==> config.mk <==
export PLATFORM = sky130hd
export DESIGN_NAME = mem_fill_engine
export DESIGN_NICKNAME = d
export VERILOG_FILES = /design/src/rtl/mem_fill_pkg.sv /design/src/rtl/fill_pattern_gen.sv /design/src/rtl/mem_fill_engine.sv
export SDC_FILE = /design/constraint.sdc
export NUM_CORES = 1
export LEC_CHECK = 0
export ABC_AREA = 1
export BUFFER_PORTS_ARGS = -buffer_cell sky130_fd_sc_hd__buf_2
export CORE_ASPECT_RATIO = 0.5
export CORE_MARGIN = 1.5
export CORE_UTILIZATION = 55
export DETAILED_ROUTE_END_ITERATION = 10
export PLACE_DENSITY_LB_ADDON = 0.3
export SLEW_MARGIN = 20
export SYNTH_ARGS = -nofsm -noshare
export SYNTH_HDL_FRONTEND = slang
export SYNTH_SLANG_ARGS = --single-unit
==> constraint.sdc <==
create_clock -name clk -period 6.3 [get_ports clk]
set_input_delay 0.945 -clock clk [delete_from_list [all_inputs] [get_ports clk]]
set_output_delay 0.945 -clock clk [all_outputs]
set_load 0.05 [all_outputs]
==> src/rtl/mem_fill_pkg.sv <==
// mem_fill_pkg: shared state and pattern-mode encodings for the memory fill engine
package mem_fill_pkg;
  typedef enum logic [2:0] {IDLE, WRITE, WAIT, CHECK, FAIL, DONE} state_e;
  typedef enum logic [1:0] {MODE_IDENTITY, MODE_CONSTANT, MODE_RAMP, MODE_REVERSE} mode_e;
endpackage

==> src/rtl/fill_pattern_gen.sv <==
// fill_pattern_gen: combinational word-index to fill-pattern mapping, all arithmetic mod 2**DATA_W
module fill_pattern_gen
  import mem_fill_pkg::*;
#(
  parameter int ADDR_W = 8,
  parameter int DATA_W = 8,
  parameter int DEPTH  = 256
) (
  input  mode_e             mode_i,
  input  logic [DATA_W-1:0] fill_value_i,
  input  logic [ADDR_W-1:0] idx_i,
  output logic [DATA_W-1:0] data_o
);
  localparam logic [DATA_W-1:0] LAST = DATA_W'(DEPTH - 1);
  logic [DATA_W-1:0] idx;
  assign idx = DATA_W'(idx_i);
  always_comb begin
    data_o = mode_i == MODE_IDENTITY ? idx :
             mode_i == MODE_CONSTANT ? fill_value_i :
             mode_i == MODE_RAMP     ? fill_value_i + idx :
                                       LAST - idx;
  end
endmodule

==> src/rtl/mem_fill_engine.sv <==
// mem_fill_engine: fills a synchronous RAM with a pattern, optionally verifying each word with bounded retries
module mem_fill_engine
  import mem_fill_pkg::*;
#(
  parameter int ADDR_W    = 8,
  parameter int DATA_W    = 8,
  parameter int DEPTH     = 256,
  parameter int RD_LAT    = 1,
  parameter int VERIFY    = 1,
  parameter int MAX_RETRY = 3
) (
  input  logic              clk,
  input  logic              rst,
  input  logic              start,
  input  logic [1:0]        mode,
  input  logic [DATA_W-1:0] fill_value,
  input  logic [DATA_W-1:0] mem_rdata,
  output logic [ADDR_W-1:0] mem_addr,
  output logic [DATA_W-1:0] mem_wdata,
  output logic              mem_wren,
  output logic              busy,
  output logic              done,
  output logic              error,
  output logic [ADDR_W-1:0] err_addr
);
  localparam int RW = $clog2(MAX_RETRY + 2);
  localparam int WW = RD_LAT > 1 ? $clog2(RD_LAT) : 1;
  localparam logic [ADDR_W-1:0] LAST = ADDR_W'(DEPTH - 1);
  state_e            state_q, state_d;
  mode_e             mode_q, mode_d;
  logic [ADDR_W-1:0] idx_q, idx_d, err_addr_q, err_addr_d, addr_q;
  logic [DATA_W-1:0] fill_q, fill_d, wdata_q, pat_d;
  logic [RW-1:0]     retry_q, retry_d;
  logic [WW-1:0]     wcnt_q, wcnt_d;
  logic              error_q, error_d, wren_q, busy_q, done_q, last;
  fill_pattern_gen #(.ADDR_W(ADDR_W), .DATA_W(DATA_W), .DEPTH(DEPTH)) u_pat (
    .mode_i(mode_d), .fill_value_i(fill_d), .idx_i(idx_d), .data_o(pat_d)
  );
  assign last = idx_q == LAST;
  // wdata_q always holds pattern(idx_q) outside IDLE, so CHECK compares against it directly
  always_comb begin
    state_d    = state_q;
    mode_d     = mode_q;
    fill_d     = fill_q;
    idx_d      = idx_q;
    retry_d    = retry_q;
    wcnt_d     = wcnt_q;
    error_d    = error_q;
    err_addr_d = err_addr_q;
    unique case (state_q)
      IDLE: if (start) begin
        state_d    = WRITE;
        mode_d     = mode_e'(mode);
        fill_d     = fill_value;
        idx_d      = '0;
        retry_d    = '0;
        error_d    = 1'b0;
        err_addr_d = '0;
      end
      WRITE: if (VERIFY != 0) begin
        state_d = WAIT;
        wcnt_d  = '0;
      end else if (last) state_d = DONE;
      else idx_d = idx_q + 1'b1;
      WAIT: if (wcnt_q == WW'(RD_LAT - 1)) state_d = CHECK;
      else wcnt_d = wcnt_q + 1'b1;
      CHECK: if (mem_rdata == wdata_q) begin
        state_d = last ? DONE : WRITE;
        idx_d   = last ? idx_q : idx_q + 1'b1;
        retry_d = '0;
      end else if (retry_q < RW'(MAX_RETRY)) begin
        state_d = WRITE;
        retry_d = retry_q + 1'b1;
      end else state_d = FAIL;
      FAIL: begin
        state_d    = DONE;
        error_d    = 1'b1;
        err_addr_d = idx_q;
      end
      DONE: state_d = IDLE;
      default: state_d = IDLE;
    endcase
  end
  always_ff @(posedge clk or posedge rst) begin
    if (rst) begin
      state_q    <= IDLE;
      mode_q     <= MODE_IDENTITY;
      fill_q     <= '0;
      idx_q      <= '0;
      retry_q    <= '0;
      wcnt_q     <= '0;
      error_q    <= 1'b0;
      err_addr_q <= '0;
      addr_q     <= '0;
      wdata_q    <= '0;
      wren_q     <= 1'b0;
      busy_q     <= 1'b0;
      done_q     <= 1'b0;
    end else begin
      state_q    <= state_d;
      mode_q     <= mode_d;
      fill_q     <= fill_d;
      idx_q      <= idx_d;
      retry_q    <= retry_d;
      wcnt_q     <= wcnt_d;
      error_q    <= error_d;
      err_addr_q <= err_addr_d;
      addr_q     <= state_d == IDLE ? '0 : idx_d;
      wdata_q    <= state_d == IDLE ? '0 : pat_d;
      wren_q     <= state_d == WRITE;
      busy_q     <= state_d != IDLE;
      done_q     <= state_d == DONE;
    end
  end
  assign mem_addr  = addr_q;
  assign mem_wdata = wdata_q;
  assign mem_wren  = wren_q;
  assign busy      = busy_q;
  assign done      = done_q;
  assign error     = error_q;
  assign err_addr  = err_addr_q;
endmodule
Word-level counts from Yosys, hierarchy flattened --
Cells that the tools add are included.
Word-level totals: register bits after elaboration 53, output and inout port bits 28, bits of input ports 21
Operators by class: multiplexer cells 29, equal/unequal tests 12, $add $sub $neg 5, reductions and logical operators 9, order comparisons 1
Operators with widths (count):
- 8-bit two-way mux | 11
- 8-bit case mux with 2 select lines | 2
- 3-bit two-way mux | 8
- 3-bit case mux with 5 select lines | 1
- 8-bit by 1-bit adder with 8-bit output, second input constant | 1
- 8-bit adder | 1
- 8-bit equality test | 1
- 8-bit equality test, second input constant | 1
- 8-bit subtractor, first input constant | 1
- 3-bit by 1-bit equality test with 1-bit output, second input constant | 2
- 3-bit by 2-bit equality test with 1-bit output, second input constant | 2
- 3-bit equality test, second input constant | 2
- 3-bit logical NOT | 2
- 3-bit case mux with 2 select lines | 1
- 2-bit nonzero test | 3
- 2-bit two-way mux | 2
- 1-bit case mux with 2 select lines | 2
- 3-bit by 1-bit adder with 3-bit output, second input constant | 1
- 3-bit by 2-bit less-than comparator with 1-bit output, second input constant | 1
- 3-bit != test, second input constant | 1
- 3-bit AND reduction | 1
- 3-bit nonzero test | 1
- 2-bit by 1-bit equality test with 1-bit output, second input constant | 1
- 2-bit equality test, second input constant | 1
- 5 further kinds | 6

Logic depth before layout (Yosys ltp) --
word-level depth 9, depth in mapped cells 23, gate-level depth less buffers 23

By module --
A second synthesis with hierarchy kept.
Unflattened totals: cell total of the unflattened synthesis 387, area, all modules 2986.6 sq um
Modules (own cells, without submodules):
- mem_fill_engine | times used 1, cells each 273, area each 2379.8 sq um, sequential area each 1301.2 sq um
- fill_pattern_gen | times used 1, cells each 114, area each 606.8 sq um, sequential area each 0.0 sq um

Least setup slack after synthesis --
OpenSTA, ideal clock, no wires.
path kind input-to-reg, from input port mem_rdata[1], to register wdata_q[6] (netlist: mem_wdata[6]), path slack 3.064 ns, buffers on the path 0, data arrival time 3.118 ns, stages on the path 22, data required time 6.181 ns, cells stage by stage inv_1 nand2_1 nand2_1 nand3_1 nor2_2 nand3_1 a21oi_1 nand2_1 nand2_1 inv_1 ha_1 fa_1 nand3_1 nand3_1 nand2_1 nand2_1 a21oi_1 a21oi_2 o21ai_1 nand3_1 nand2_1 nor2_1
Between the ends: cells in the longest elaborated chain, start to end 8, elaborated cells on any way between the ends 12
RTL lines:
- start: declaration | line mem_fill_engine.sv:17 | input logic [DATA_W-1:0] mem_rdata,
- 8-bit equality test * | line mem_fill_engine.sv:67 | CHECK: if (mem_rdata == wdata_q) begin
- 8-bit two-way mux * | line mem_fill_engine.sv:67
- 8-bit case mux with 2 select lines * | line mem_fill_engine.sv:50 | unique case (state_q)
- named net idx_d[0] | line mem_fill_engine.sv:31 | logic [ADDR_W-1:0] idx_q, idx_d, err_addr_q, err_addr_d, addr_q;
- 8-bit subtractor or 8-bit adder (tied branches) | line fill_pattern_gen.sv:21, fill_pattern_gen.sv:20
- 8-bit two-way mux * | line fill_pattern_gen.sv:20 | mode_i == MODE_RAMP ? fill_value_i + idx :
- 8-bit two-way mux * | line fill_pattern_gen.sv:19 | mode_i == MODE_CONSTANT ? fill_value_i :
- 8-bit two-way mux * | line fill_pattern_gen.sv:18 | data_o = mode_i == MODE_IDENTITY ? idx :
- 8-bit two-way mux * | line mem_fill_engine.sv:109 | wdata_q <= state_d == IDLE ? '0 : pat_d;
- end signal: assignment | line mem_fill_engine.sv:109
- end: declaration | line mem_fill_engine.sv:32 | logic [DATA_W-1:0] fill_q, fill_d, wdata_q, pat_d;
Mark *: on every way through the listed nets, which the timed path passes. The rest lies on a longest branch. A chain may end at the register's enable or synchronous reset.

Worst setup path after layout --
Same ends and word-level chain as after synthesis.

==> metrics.md <==
| Metric | Value |
|---|---|
| Status | `finished, final reports clean` |
| Antenna viol nets, final | `0` |
| TritonRoute pass-1 iters | `4` |
| CP Data Required Time | `6.50 ns` |
| CTS max path bufs | `2` |
| Async SR Flop Fraction | `1.00` |
| Synth Instances | `367` |
| Critical path peak fanout | `4` |
| Power Dens Cells | `534 mW/mm2` |
| CTS Buf Count | `5` |
| Wirelength per Cell | `14.0 um` |
| Slew Viols, Final | `0` |
| Cts repair resizes | `0` |
| DR vias/cell | `5.15` |
| Routed vias | `2525` |
| Largest net degree at the start of global routing | `53` |
| I/O pin total | `49` |
| Register area share after synthesis | `0.445` |
| Post-route cell area | `0.00331 mm2` |
| Clock Latency Late Sink | `0.31 ns` |
| Worst setup EP type | `flop` |
| NumNets Final | `451` |
| CTS root buffer | `clkbuf_8` |
| GRT Resource Usage Total | `0.262` |
| Kind of critical path | `input port to flop` |
| Critical-path top delay cell | `fa_1` |
| Unrepaired setup endpoints after global routing | `no` |
| Worst Tran Pin Value | `0.866 ns` |
| DRC viols | `0` |
| Site row count | `18` |
| First-pass GRT wire length | `11300 um` |
| Clock transition at path regs | `0.09 ns` |
| Reg-to-reg startpoint | `idx_q[1]` |
| Period utilisation layout | `0.550` |
| TritonCTS clock tree | `built` |
| Vias in the first global route | `2413` |
| Crit start category | `input port` |
| Max Cap Viol | `0` |
| P&R area growth vs syn | `13.4%` |
| Setup TNS | `0 ns` |
| Arr. time, crit path | `3.66 ns` |
| DP Wirelength | `5350 um` |
| Startpoint of the worst hold path | `error` |
| Syn_area_per_cell | `7.97 um2` |
| HP Class | `flop to flop` |
| Fmax | `289 MHz` |
| IO buf count | `48` |
| Setup bufs post-CTS | `0` |
| Area post-placement | `0.00324 mm2` |
| Final Hold Viols | `0` |
| Clock Skews | `0.00478 ns` |
| Antenna violations before repair | `0` |
| WL final | `6850 um` |
| Die H | `54.6 um` |
| Die area | `0.00579 mm2` |
| Crit path launch | `mem_rdata[1]` |
| Setup violators final | `0` |
| Hold-fix buffers, CTS | `0` |
| Synth Net Count | `398` |
| Remaining Overflow, GRT | `0` |
| Clk sinks | `52` |
| Area of the mapped netlist | `0.00292 mm2` |
| Ys Warns | `0` |
| Leak pwr | `1.85 nW` |
| Depth of the CTS H-tree | `2` |
| Fin crit period | `3.46 ns` |
| Placeable Area | `0.00502 mm2` |
| Top_reg_cell synth | `dfrtp_1` |
| EDFF count, synth | `0` |
| RePlAce Congestion | `0.871` |
| Initial core utilization | `0.582` |
| Crit-path max cell delay | `0.49 ns` |
| Post-synth cell types | `38` |
| Diode count | `0` |
| Worst path most repeated cell | `nand2_1` |
| Synthesis-stage register bit count | `52` |
| Worst-path cell chain | `buf_2 -> inv_1 -> nand2_1 -> nand2_1 -> nand3_1 -> nor2_2 -> nand3_1 -> o21ai_0 -> nand2_1 -> fa_1 -> nand3_1 -> nand3_1 -> nand2_1 -> nand2_1 -> a21oi_1 -> a21oi_2 -> o21ai_1 -> nand3_1 -> nand2_1 -> nor2_1` |
| Die X | `106 um` |
| Slew HR | `0.422` |
| Number of DRC markers in iteration 0 | `161` |
| Worst vdd ir | `0.000220 V` |
| Share of cells above drive strength 1 | `0.210` |
power breakdown:
part	switching, mW	leakage (nW)	internal, mW
combinational	0.756	1.14	0.299
clock	0.107	0.0410	0.0759
sequential	0.0750	0.673	0.455
total	0.938	1.85	0.831
final timing paths:
kind	endpoint	slack, ns	cells after the start
max	mem_wdata[6]	2.84	20
min	error	0.49	2
max reg2reg	mem_wdata[6]	3.05	18
min reg2reg	error	0.49	2
max in group asynchronous	mem_wdata[0]	5.00	2
min in group asynchronous	err_addr[4]	0.78	2
cells in the final DEF, fill, tap and decap left out, types with 2 or more instances in the layout:
cell type / count
o21ai_0: 15
buf_2: 48
o21ai_2: 3
clkbuf_8: 5
nand2_2: 3
inv_4: 3
xor2_1: 3
nor2_1: 23
nand3_1: 26
nor2_2: 3
a31oi_1: 3
dfrtp_1: 52
nor2_4: 5
inv_1: 47
nand2_1: 106
xnor2_1: 4
nor2_8: 2
nand4_1: 5
o21ai_1: 5
nand2_4: 2
a21oi_1: 21
clkinv_2: 2
ha_1: 9
inv_2: 6
or2_1: 4
state kept, by name, summed over array words and instances, names as in the netlist:
| register | count |
|---|---|
| err_addr | 8 |
| fill_q | 8 |
| idx_q | 8 |
| mem_addr | 8 |
| mem_wdata | 8 |
| retry_q | 3 |
| state_q | 3 |
| mode_q | 2 |
| busy | 1 |
| done | 1 |
| error | 1 |
| mem_wren | 1 |
kinds of logic after synthesis:
logic type | count (synthesis) | synth area share
and+or+nand+nor | 185 | 0.303
buffers and inverters | 60 | 0.0826
AOI/OAI and AO/OA | 53 | 0.104
DFF | 52 | 0.445
adders and majority gates | 10 | 0.0454
xor gates and xnor gates | 7 | 0.0210
metal layers:
metal	up-vias	part of all wire	global-route usage
met5	-	0	0
met4	0	0.0099	0.0563
met3	7	0.080	0.0595
met2	93	0.45	0.430
met1	1149	0.46	0.362
li1	1276	-	-
Yosys cell counts, types with 5 or more instances:
| cell type | number | area (um2) |
|---|---|---|
| nand2_1 | 106 | 398 |
| dfrtp_1 | 52 | 1300 |
| inv_1 | 48 | 180 |
| nand3_1 | 26 | 130 |
| nor2_1 | 23 | 86.3 |
| a21oi_1 | 21 | 105 |
| o21ai_0 | 15 | 75.1 |
| ha_1 | 9 | 113 |
| inv_2 | 6 | 22.5 |
| nand4_1 | 5 | 31.3 |
| nor2_4 | 5 | 56.3 |
| o21ai_1 | 5 | 25.0 |
critical path: cells and delay by family:
kind / cells / cell delay (ns)
compound gates: 4 / 0.80
fa+ha+maj: 1 / 0.49
buf+inv: 2 / 0.14
simple gates: 13 / 1.29
metrics by stage:
step	hold WS [ns]	power, mW	utilization	setup WS [ns]	std cells
3_5_place_dp	0.463	1.59	0.644	2.55	483
3_3_place_gp	0.459	1.56	0.644	2.62	483
5_1_grt	0.509	1.92	0.660	2.46	490
4_1_cts	0.484	1.77	0.660	2.83	490
6_report	0.487	1.77	0.660	2.84	490
2_1_floorplan	0.463	1.34	-	3.06	367
cell type report:
type | instances | area, um2
Inverter | 58 | 226
Multi-Input combinational cell | 255 | 1380
Clock buffer | 6 | 72.6
Tap cell | 70 | 87.6
Sequential cell | 52 | 1300
Fill cell | 429 | 1710
Timing Repair Buffer | 48 | 240
Clock inverter | 1 | 5.00
Note: power is estimated with default switching activity, not from simulation.
